===== config.mk =====
export PLATFORM = sky130hd
export DESIGN_NAME = tqvp_vga_sprite_capture
export DESIGN_NICKNAME = d
export VERILOG_FILES = /design/src/rtl/tqvp_vga_sprite_capture.sv
export SDC_FILE = /design/constraint.sdc
export NUM_CORES = 1
export LEC_CHECK = 0
export CAP_MARGIN = 0
export CORE_ASPECT_RATIO = 1.75
export CORE_MARGIN = 1
export CORE_UTILIZATION = 30
export CTS_BUF_LIST = sky130_fd_sc_hd__clkbuf_4 sky130_fd_sc_hd__clkbuf_8
export DETAILED_ROUTE_END_ITERATION = 8
export REMOVE_ABC_BUFFERS = 1
export SLEW_MARGIN = 40
export SYNTH_ARGS = -nofsm -noshare
export SYNTH_HDL_FRONTEND = slang
export SYNTH_SLANG_ARGS = --single-unit

===== constraint.sdc =====
create_clock -name clk -period 4.3 [get_ports clk]
set_clock_uncertainty 0.05 [all_clocks]
set_input_delay 0.86 -clock clk [delete_from_list [all_inputs] [get_ports clk]]
set_output_delay 0.86 -clock clk [all_outputs]
set_load 0.05 [all_outputs]

===== src/rtl/tqvp_vga_sprite_capture.sv =====
// VGA sprite capture peripheral: locks to XGA sync, captures an 8x8 logical window into a 64-bit bitmap.
// Optional HMEAS/VMEAS line/frame measurement is built when VGA_CAP_MEASURE_EN is defined.
module tqvp_vga_sprite_capture (
  input  logic        clk,
  input  logic        rst_n,
  input  logic [7:0]  ui_in,
  output logic [7:0]  uo_out,
  input  logic [5:0]  address,
  input  logic [31:0] data_in,
  input  logic [1:0]  data_write_n,
  input  logic [1:0]  data_read_n,
  output logic [31:0] data_out,
  output logic        data_ready,
  output logic        user_interrupt
);

  localparam logic [11:0] H_START   = 12'd296;
  localparam logic [11:0] H_END     = 12'd1320;
  localparam logic [9:0]  V_START   = 10'd35;
  localparam logic [9:0]  V_END     = 10'd803;
  localparam logic [11:0] H_SAT     = 12'd4095;
  localparam logic [9:0]  V_SAT     = 10'd1023;

  localparam logic [1:0] S_IDLE    = 2'd0;
  localparam logic [1:0] S_ARMED   = 2'd1;
  localparam logic [1:0] S_CAPTURE = 2'd2;

  logic        hs_cur_q, hs_prev_q, vs_cur_q, vs_prev_q;
  logic        pix_cur_q, pix_dly_q;
  logic [11:0] h_cnt_q, h_cnt_d;
  logic [9:0]  v_cnt_q, v_cnt_d;
  logic [1:0]  state_q, state_d;
  logic [63:0] bitmap_q, bitmap_d;
  logic [15:0] capxy_q, capxy_d;
  logic        irq_en_q, irq_en_d;
  logic        done_q, done_d;
  logic        nosync_q, nosync_d;

  logic        hs_fall_s, vs_fall_s, timeout_s;
  logic        wr_s, arm_s, clr_done_s, clr_nosync_s, busy_s;
  logic [11:0] hx_full_s;
  logic [9:0]  vy_s;
  logic [7:0]  lx_s, ly_s, dx_s, dy_s;
  logic        active_s, sample_s, in_win_s;
  logic [5:0]  bit_idx_s;
  logic [10:0] hmeas_s;
  logic [9:0]  vmeas_s;
  logic [15:0] rdata_s;
  logic        unused_s;

  assign hs_fall_s = hs_prev_q & ~hs_cur_q;
  assign vs_fall_s = vs_prev_q & ~vs_cur_q;

  assign wr_s         = (data_write_n != 2'b11);
  assign arm_s        = wr_s && (address == 6'h00) && data_in[0];
  assign clr_done_s   = wr_s && (address == 6'h01) && data_in[1];
  assign clr_nosync_s = wr_s && (address == 6'h01) && data_in[2];
  assign busy_s       = (state_q != S_IDLE);

  // The pixel is delayed one extra stage so it lines up with h_cnt after the edge is seen.
  assign hx_full_s = h_cnt_q - H_START;
  assign vy_s      = v_cnt_q - V_START;
  assign lx_s      = hx_full_s[9:2];
  assign ly_s      = vy_s[9:2];
  assign dx_s      = lx_s - capxy_q[7:0];
  assign dy_s      = ly_s - capxy_q[15:8];
  assign active_s  = (h_cnt_q >= H_START) && (h_cnt_q < H_END) &&
                     (v_cnt_q >= V_START) && (v_cnt_q < V_END);
  assign sample_s  = active_s && (hx_full_s[1:0] == 2'd2) && (vy_s[1:0] == 2'd2);
  assign in_win_s  = (lx_s >= capxy_q[7:0]) && (dx_s < 8'd8) &&
                     (ly_s >= capxy_q[15:8]) && (dy_s < 8'd8);
  assign bit_idx_s = {dy_s[2:0], dx_s[2:0]};

  // Line/frame counters; timeout fires once, on the cycle h_cnt reaches saturation.
  always_comb begin
    if (hs_fall_s) begin
      h_cnt_d = 12'd0;
    end else if (h_cnt_q == H_SAT) begin
      h_cnt_d = h_cnt_q;
    end else begin
      h_cnt_d = h_cnt_q + 12'd1;
    end
    if (vs_fall_s) begin
      v_cnt_d = 10'd0;
    end else if (hs_fall_s && (v_cnt_q != V_SAT)) begin
      v_cnt_d = v_cnt_q + 10'd1;
    end else begin
      v_cnt_d = v_cnt_q;
    end
  end

  assign timeout_s = (h_cnt_d == H_SAT) && (h_cnt_q != H_SAT);

  // Capture FSM plus status flags; a DONE set outranks a same-cycle clear.
  always_comb begin
    state_d  = state_q;
    bitmap_d = bitmap_q;
    done_d   = clr_done_s ? 1'b0 : done_q;
    nosync_d = clr_nosync_s ? 1'b0 : nosync_q;
    if (arm_s) begin
      state_d  = S_ARMED;
      bitmap_d = 64'd0;
      done_d   = 1'b0;
      nosync_d = 1'b0;
    end else if (timeout_s) begin
      state_d  = S_IDLE;
      nosync_d = 1'b1;
    end else begin
      case (state_q)
        S_IDLE:  state_d = S_IDLE;
        S_ARMED: state_d = vs_fall_s ? S_CAPTURE : S_ARMED;
        S_CAPTURE: begin
          if (sample_s && in_win_s) begin
            bitmap_d[bit_idx_s] = pix_dly_q;
          end else begin
            bitmap_d = bitmap_q;
          end
          if (vs_fall_s) begin
            state_d = S_IDLE;
            done_d  = 1'b1;
          end else begin
            state_d = S_CAPTURE;
          end
        end
        default: state_d = S_IDLE;
      endcase
    end
  end

  assign capxy_d  = (wr_s && (address == 6'h04)) ? data_in[15:0] : capxy_q;
  assign irq_en_d = (wr_s && (address == 6'h00)) ? data_in[1] : irq_en_q;

  // Sync history, counters and control state.
  always_ff @(posedge clk or negedge rst_n) begin
    if (!rst_n) begin
      hs_cur_q  <= 1'b1;
      hs_prev_q <= 1'b1;
      vs_cur_q  <= 1'b1;
      vs_prev_q <= 1'b1;
      pix_cur_q <= 1'b0;
      pix_dly_q <= 1'b0;
      h_cnt_q   <= 12'd0;
      v_cnt_q   <= 10'd0;
      state_q   <= S_IDLE;
      bitmap_q  <= 64'd0;
      capxy_q   <= 16'd0;
      irq_en_q  <= 1'b0;
      done_q    <= 1'b0;
      nosync_q  <= 1'b0;
    end else begin
      hs_cur_q  <= ui_in[1];
      hs_prev_q <= hs_cur_q;
      vs_cur_q  <= ui_in[2];
      vs_prev_q <= vs_cur_q;
      pix_cur_q <= ui_in[0];
      pix_dly_q <= pix_cur_q;
      h_cnt_q   <= h_cnt_d;
      v_cnt_q   <= v_cnt_d;
      state_q   <= state_d;
      bitmap_q  <= bitmap_d;
      capxy_q   <= capxy_d;
      irq_en_q  <= irq_en_d;
      done_q    <= done_d;
      nosync_q  <= nosync_d;
    end
  end

`ifdef VGA_CAP_MEASURE_EN
  logic [10:0] hmeas_q, hmeas_d;
  logic [9:0]  vmeas_q, vmeas_d;

  // Period measurement latched on each sync fall, saturating at register width.
  always_comb begin
    if (hs_fall_s) begin
      hmeas_d = (h_cnt_q >= 12'd2047) ? 11'h7FF : (h_cnt_q[10:0] + 11'd1);
    end else begin
      hmeas_d = hmeas_q;
    end
    if (vs_fall_s) begin
      vmeas_d = (v_cnt_q == V_SAT) ? V_SAT : (v_cnt_q + 10'd1);
    end else begin
      vmeas_d = vmeas_q;
    end
  end

  // Measurement registers.
  always_ff @(posedge clk or negedge rst_n) begin
    if (!rst_n) begin
      hmeas_q <= 11'd0;
      vmeas_q <= 10'd0;
    end else begin
      hmeas_q <= hmeas_d;
      vmeas_q <= vmeas_d;
    end
  end

  assign hmeas_s = hmeas_q;
  assign vmeas_s = vmeas_q;
`else
  assign hmeas_s = 11'd0;
  assign vmeas_s = 10'd0;
`endif

  // Combinational register readback.
  always_comb begin
    case (address)
      6'h00:   rdata_s = {14'd0, irq_en_q, 1'b0};
      6'h01:   rdata_s = {13'd0, nosync_q, done_q, busy_s};
      6'h04:   rdata_s = capxy_q;
      6'h06:   rdata_s = bitmap_q[15:0];
      6'h08:   rdata_s = bitmap_q[31:16];
      6'h0A:   rdata_s = bitmap_q[47:32];
      6'h0C:   rdata_s = bitmap_q[63:48];
      6'h10:   rdata_s = {5'd0, hmeas_s};
      6'h12:   rdata_s = {6'd0, vmeas_s};
      default: rdata_s = 16'd0;
    endcase
  end

  assign data_out       = {16'd0, rdata_s};
  assign data_ready     = 1'b1;
  assign uo_out         = 8'd0;
  assign user_interrupt = done_q & irq_en_q;

  assign unused_s = &{1'b0, data_read_n, data_in[31:16], ui_in[7:3], hx_full_s[11:10]};

endmodule


Word-level counts from Yosys, hierarchy flattened
Cells that the tools add are included.

Bits in latches: 0. RAM bits: 0. Register bits after elaboration: 113. Logic and storage cells: 101. Memory bits (read-only): 0. Memories kept: 0. Bits of input ports: 52.

Div/mod/pow operators: 0. Reduce and logical (&&, ||, !) cells: 25. Eq/ne operators: 16. $mul: 0. Shifts and indexed selects: 0. Mux-type cells: 25. Add/sub/neg operators: 6. Bitwise operators: 5. $lt $le $gt $ge: 10.

Operator list (count): $mux W64 (4); $pmux W16 S7 (1); $bwmux W64 (1); $eq A12 B12 Y1 const B (2); $mux W12 (2); $mux W10 (2); $eq A6 B4 Y1 const B (3); $logic_and A1 B1 Y1 (18); $ge A8 B8 Y1 (2); $lt A8 B4 Y1 const B (2); $sub A8 B8 Y8 (2); $add A12 B1 Y12 const B (1); $eq A6 B3 Y1 const B (2); $ge A12 B9 Y1 const B (1); $lt A12 B11 Y1 const B (1); $ne A12 B12 Y1 const B (1); $add A10 B1 Y10 const B (1); $ge A10 B6 Y1 const B (1); $lt A10 B10 Y1 const B (1); $ne A10 B10 Y1 const B (1); $sub A10 B6 Y10 const B (1); $sub A10 B9 Y10 const B (1); $mux W1 (9); $mux W2 (4); 15 further kinds (23).

Logic depth before layout (Yosys ltp)
Word-level depth: 11. Gate-level depth with buffers: 17.

Worst setup path after synthesis
No wires, ideal clock.

Path type: input to output. Start: input address[3]. End: output data_out[11]. Required time: 3.390 ns. Path buffers: 3. Cell stages on the path: 5. Arrival time: 2.983 ns. Path slack: 0.407 ns. Cells stage by stage: clkbuf_1 > clkbuf_1 > nand2_1 > clkbuf_1 > o22ai_1.

Word-level cells in the longest chain between the ends: 2. Elaborated cells between the ends (all ways): 8. Those cells by class: eq/ne: 6; mux: 1; reduce/logical: 1.

Ends and longest elaborated chain: from (decl) (RTL line 8) `input logic [5:0] address,`; $eq A6 B4 Y1 (tied with other cells) (RTL line 206) `case (address)`; $pmux W16 S7 (*) (RTL line 206); to (decl) (RTL line 12) `output logic [31:0] data_out,`.

Mark *: on every way between the ends. The rest lies on a longest branch, timed or not.

Worst setup path after layout
Start: register v_cnt_q[0]. End: register bitmap_q[33].

Word-level cells in the longest chain between the ends: 11. Elaborated cells between the ends (all ways): 26. Those cells by class: add/sub: 2; order compare: 6; eq/ne: 1; mux: 7; reduce/logical: 10.

Ends and longest elaborated chain: from (decl) (RTL line 31) `logic [9:0] v_cnt_q, v_cnt_d;`; from (signal assigned) (RTL line 158) `v_cnt_q <= v_cnt_d;`; $sub A10 B6 Y10 (RTL line 62) `assign vy_s = v_cnt_q - V_START;`; $sub A8 B8 Y8 (RTL line 66) `assign dy_s = ly_s - capxy_q[15:8];`; $lt A6 B7 Y1 (not written as such) / $ge A6 B1 Y1 (equally long branches) (RTL line 114) `bitmap_d[bit_idx_s] = pix_dly_q;`; $logic_and A1 B1 Y1 (not written as such) (RTL line 114); $mux W1 (not written as such) (RTL line 114); $demux W1 S6 (RTL line 114); $bwmux W64 (RTL line 114); $mux W64 (RTL line 113) `if (sample_s && in_win_s) begin`; $mux W64 (RTL line 109) `case (state_q)`; $mux W64 (RTL line 105) `end else if (timeout_s) begin`; $mux W64 (RTL line 100) `if (arm_s) begin`; to (signal assigned) (RTL line 160) `bitmap_q <= bitmap_d;`; to (decl) (RTL line 33) `logic [63:0] bitmap_q, bitmap_d;`.

Parallel ways exist; a longest one is shown, timed or not. The select of a mux whose other input is x is not followed. A chain may end at the register's enable or synchronous reset.

==> summary.txt <==
Run status
  – Status: finished clean

Routing
  – Drt wl/cell: roughly 18 µm
  – DRC viols: 0
  – Average vias per placed instance: 5.572
  – Iter 0 DRT Violations: 518
  – Final ANT Viol Nets: 0
  – Routed WL: between 20,000 and 25,000 µm
  – Detailed Routing Iterations Pass 1: 5
  – Via Count: between 6,000 and 7,000

Worst setup path
  – Critical path fanouts, max: 48
  – Critical path class: reg2reg
  – Req. time, crit path: around 4.6 ns
  – Critical-path top delay cell: or4_4
  – R2R setup slack: ~0.28 ns
  – Worst flop-to-flop path endpoint: bitmap_q[33]
  – Worst setup SP type: register
  – Crit path top cell by count: ha_1
  – Crit path cell chain: ha_1, o41a_1, nor3_2, xor2_1, ha_1, nand2_1, o21ai_0, a41oi_1, a31oi_1, or4_4, buf_16, or4_1, a21oi_1
  – Crit. Startpoint: v_cnt_q[0]
  – Worst reg2reg path depth: 13
  – Crit end category: register
  – R2r startpoint: v_cnt_q[0]
  – Max incr delay on CP: between 0.5 and 0.6 ns
  – WP data arrival: around 4.4 ns
  – CP bufs+invs: 1
  – Kind of cell adding the most delay to the critical path: simple AND/OR/NAND/NOR gates

Pwr
  – PD cells: about 400 mW/mm²
  – Clk pwr share: roughly a quarter
  – Pint: 2.183 mW
  – Maximum vdd drop: roughly 0.00020 V
  – Reg power frac: a little under two fifths
  – Leak: between 3 and 4 nW
  – Switching power: around 1.4 mW
  – Switch share: 39.56%
  – Logic pwr share: 36.7%

STA
  – Count of final setup violators: 0
  – Final Hold Fails: 0
  – Setup WS post-layout: roughly 0.28 ns
  – Fmax: approximately 0.25 GHz
  – Tmin final: around 4 ns
  – Tcrit/Tclk final: between 90% and 100%
  – Worst slew margin: a little over two fifths
  – Hold slack: between 0.3 and 0.4 ns
  – RSZ-0062 raised after global routing: no
  – Final Max Slew Viols: 0
  – Setup Total Neg Slack: 0 ns
  – Least-Margin Pin Slew: roughly 0.85 ns

Clocking
  – H-tree depth: 4
  – CTS Root Cell: clkbuf_8
  – Clock sink total: 113
  – Clock latency on the worst-skew pair: between 0.4 and 0.5 ns
  – Max Root-Sink Buffers: 2
  – Post-CTS Setup Inserts: 0
  – CTS Buf Count: 17
  – Hold buffers post-CTS: 0
  – Clk pin slew, worst setup/hold paths: roughly 0.070 ns
  – CTS tree: yes

Logic synthesis
  – Synth top cells by count: 109 x dfrtp_1, 98 x a21oi_1, 59 x clkbuf_1
  – Number of warnings issued by yosys: 0
  – Post-Syn Area: around 0.0078 mm²
  – Synth top area cells: dfrtp_1 35%, a21oi_1 6.3%, or4_1 5.2%
  – Top cell type's share of synthesized area: between 30% and 40%
  – Seq/Total Area, Yosys: a little over a third
  – FFs w/ async S/R, synth: between 90% and 100%
  – Syn Area/Cell: approximately 8.7 µm²
  – EDFF count, synth: 0
  – Largest area contributor in the netlist: dfrtp_1
  – Synth cell types: 56
  – Mapped Cells: approximately 900
  – Cell with the most instances after synthesis: dfrtp_1
  – Main flop type after synthesis: dfrtp_1
  – Seq cells post-synth: ~110

Cells and area
  – Fillers: approximately 2,700
  – Share of layout cells above drive strength 1: between 10 and 15%
  – Final core occ: around a third
  – Fin cells: approximately 1,200
  – Final #Nets: around 990
  – Area Growth Syn to Fin: 15.05%

Placed design
  – Port Buffers: between 40 and 50
  – Post-place setup slack: ~0.19 ns
  – RePlAce Congestion: between 0.8 and 0.9
  – HPWL Detailed: ~15,000 µm
  – Cells after DPL: 1,201

Global routing
  – Tot GR Track Use: about 17%
  – Vias in the first global route: approximately 6,700
  – Initial antenna violation count: 1
  – GR Overflow Total: 0
  – Largest net degree at the start of global routing: between 90 and 100
  – Global-route wire length before repair: around 35,000 µm

Die
  – Initial Util: between 30% and 40%
  – Die width: between 100 and 150 µm
  – Die H: 215.4 µm
  – Cell Rows: 77
  – Num ports: between 90 and 100
  – Core Area: ~0.025 mm²
  – DIE AREA: 0.02670 mm²

Hold path
  – Worst min-delay path class: reg2reg
  – Hold path start: pix_cur_q
  – Hold path depth: 0
  – Hold Path Sink: pix_dly_q

Run
  – Max cap viols: 0
[repair_timing]
action / CTS / global route
gates resized for setup: 0 / 2
setup endpoints to repair: 0 / 41
hold endpoints to repair: 0 / 0
[sequential cells by signal, indices dropped and copies added (netlist names)]
register	flops
done_q	1
pix_dly_q	1
bitmap_q	64
state_q	2
irq_en_q	1
nosync_q	1
h_cnt_q	12
pix_cur_q	1
hs_prev_q	1
v_cnt_q	10
hs_cur_q	1
vs_prev_q	1
vs_cur_q	1
capxy_q	16
[how the worst max path moves through the flow]
stage              endpoint  slack, ns  cells past startpoint
2_1_floorplan   bitmap_q[0]      -1.36                     12
3_3_place_gp   bitmap_q[17]       0.22                     13
3_5_place_dp   bitmap_q[37]       0.19                     13
4_1_cts        bitmap_q[51]       0.16                     13
5_1_grt        bitmap_q[54]       0.05                     15
6_report       bitmap_q[33]       0.28                     13
[final cells by class]
type | count | area, µm² | area share, %
tap | 316 | 395.4 | 4.402
sequential | 113 | 2833 | 31.54
clock buffer | 23 | 297.8 | 3.315
multi-input combinational | 659 | 4383 | 48.80
antenna | 1 | 2.502 | 0.02786
timing repair buffer | 68 | 838.3 | 9.333
clock inverter | 7 | 60.06 | 0.6686
inverter | 46 | 172.7 | 1.922
[cell families after synthesis]
kind of cell,count (synthesis),share of synthesized area [%]
other cells,2,0.09619
compound gates,221,17.82
fa+ha+maj,28,4.679
simple gates,298,21.14
buf+inv,148,9.054
mux,54,7.228
xor+xnor,33,3.702
flops,113,36.28
[layer usage]
layer  vias up  wire, µm  global-route usage (%)  share of wire (%)
met5         -         0                       0                  0
met4         0       850                   8.651                3.9
met1      3374      8685                   19.39                 39
met3        45       709                   3.356                3.2
met2       179     11770                   29.65                 53
li1       3272         -                       -                  -
[power by group through the flow]
| stage | registers [mW] | logic, mW | clock network (mW) |
|---|---|---|---|
| floorplan | 1.32 | 0.907 | 0 |
| global placement | 1.35 | 1.30 | 0 |
| detailed placement | 1.36 | 1.32 | 0 |
| CTS | 1.34 | 1.32 | 0.974 |
| global route | 1.36 | 1.46 | 1.02 |
| finish | 1.34 | 1.32 | 0.952 |
[stage by stage]
| stage | instance area, µm² | power, mW |
|---|---|---|
| 5_1_grt | 8982 | 3.841 |
| 6_report | 8982 | 3.613 |
| 3_5_place_dp | 8587 | 2.672 |
| 3_3_place_gp | 8587 | 2.654 |
| 2_1_floorplan | 7360 | 2.226 |
| 4_1_cts | 8945 | 3.634 |
[placed cells by master (no fill, tap or decap), types with 6 or more instances in the layout]
master and count:
ha_1 26, mux2_2 19, inv_1 46, or4_1 53, nand4_1 21, o22ai_1 15
clkbuf_8 20, mux2i_1 35, nor2_1 56, a21oi_1 98, a31o_2 16, nor2b_1 7
o31ai_1 51, o21ai_0 12, a31oi_1 7, or3_1 18, xor2_1 21, clkinv_2 6
nand3_1 45, buf_12 18, clkdlybuf4s50_1 27, conb_1 25, buf_4 20, nor3_1 29
nand2b_1 8, nand2_1 32, xnor2_1 12, dfrtp_1 109
(Power assumes the default switching activity.)
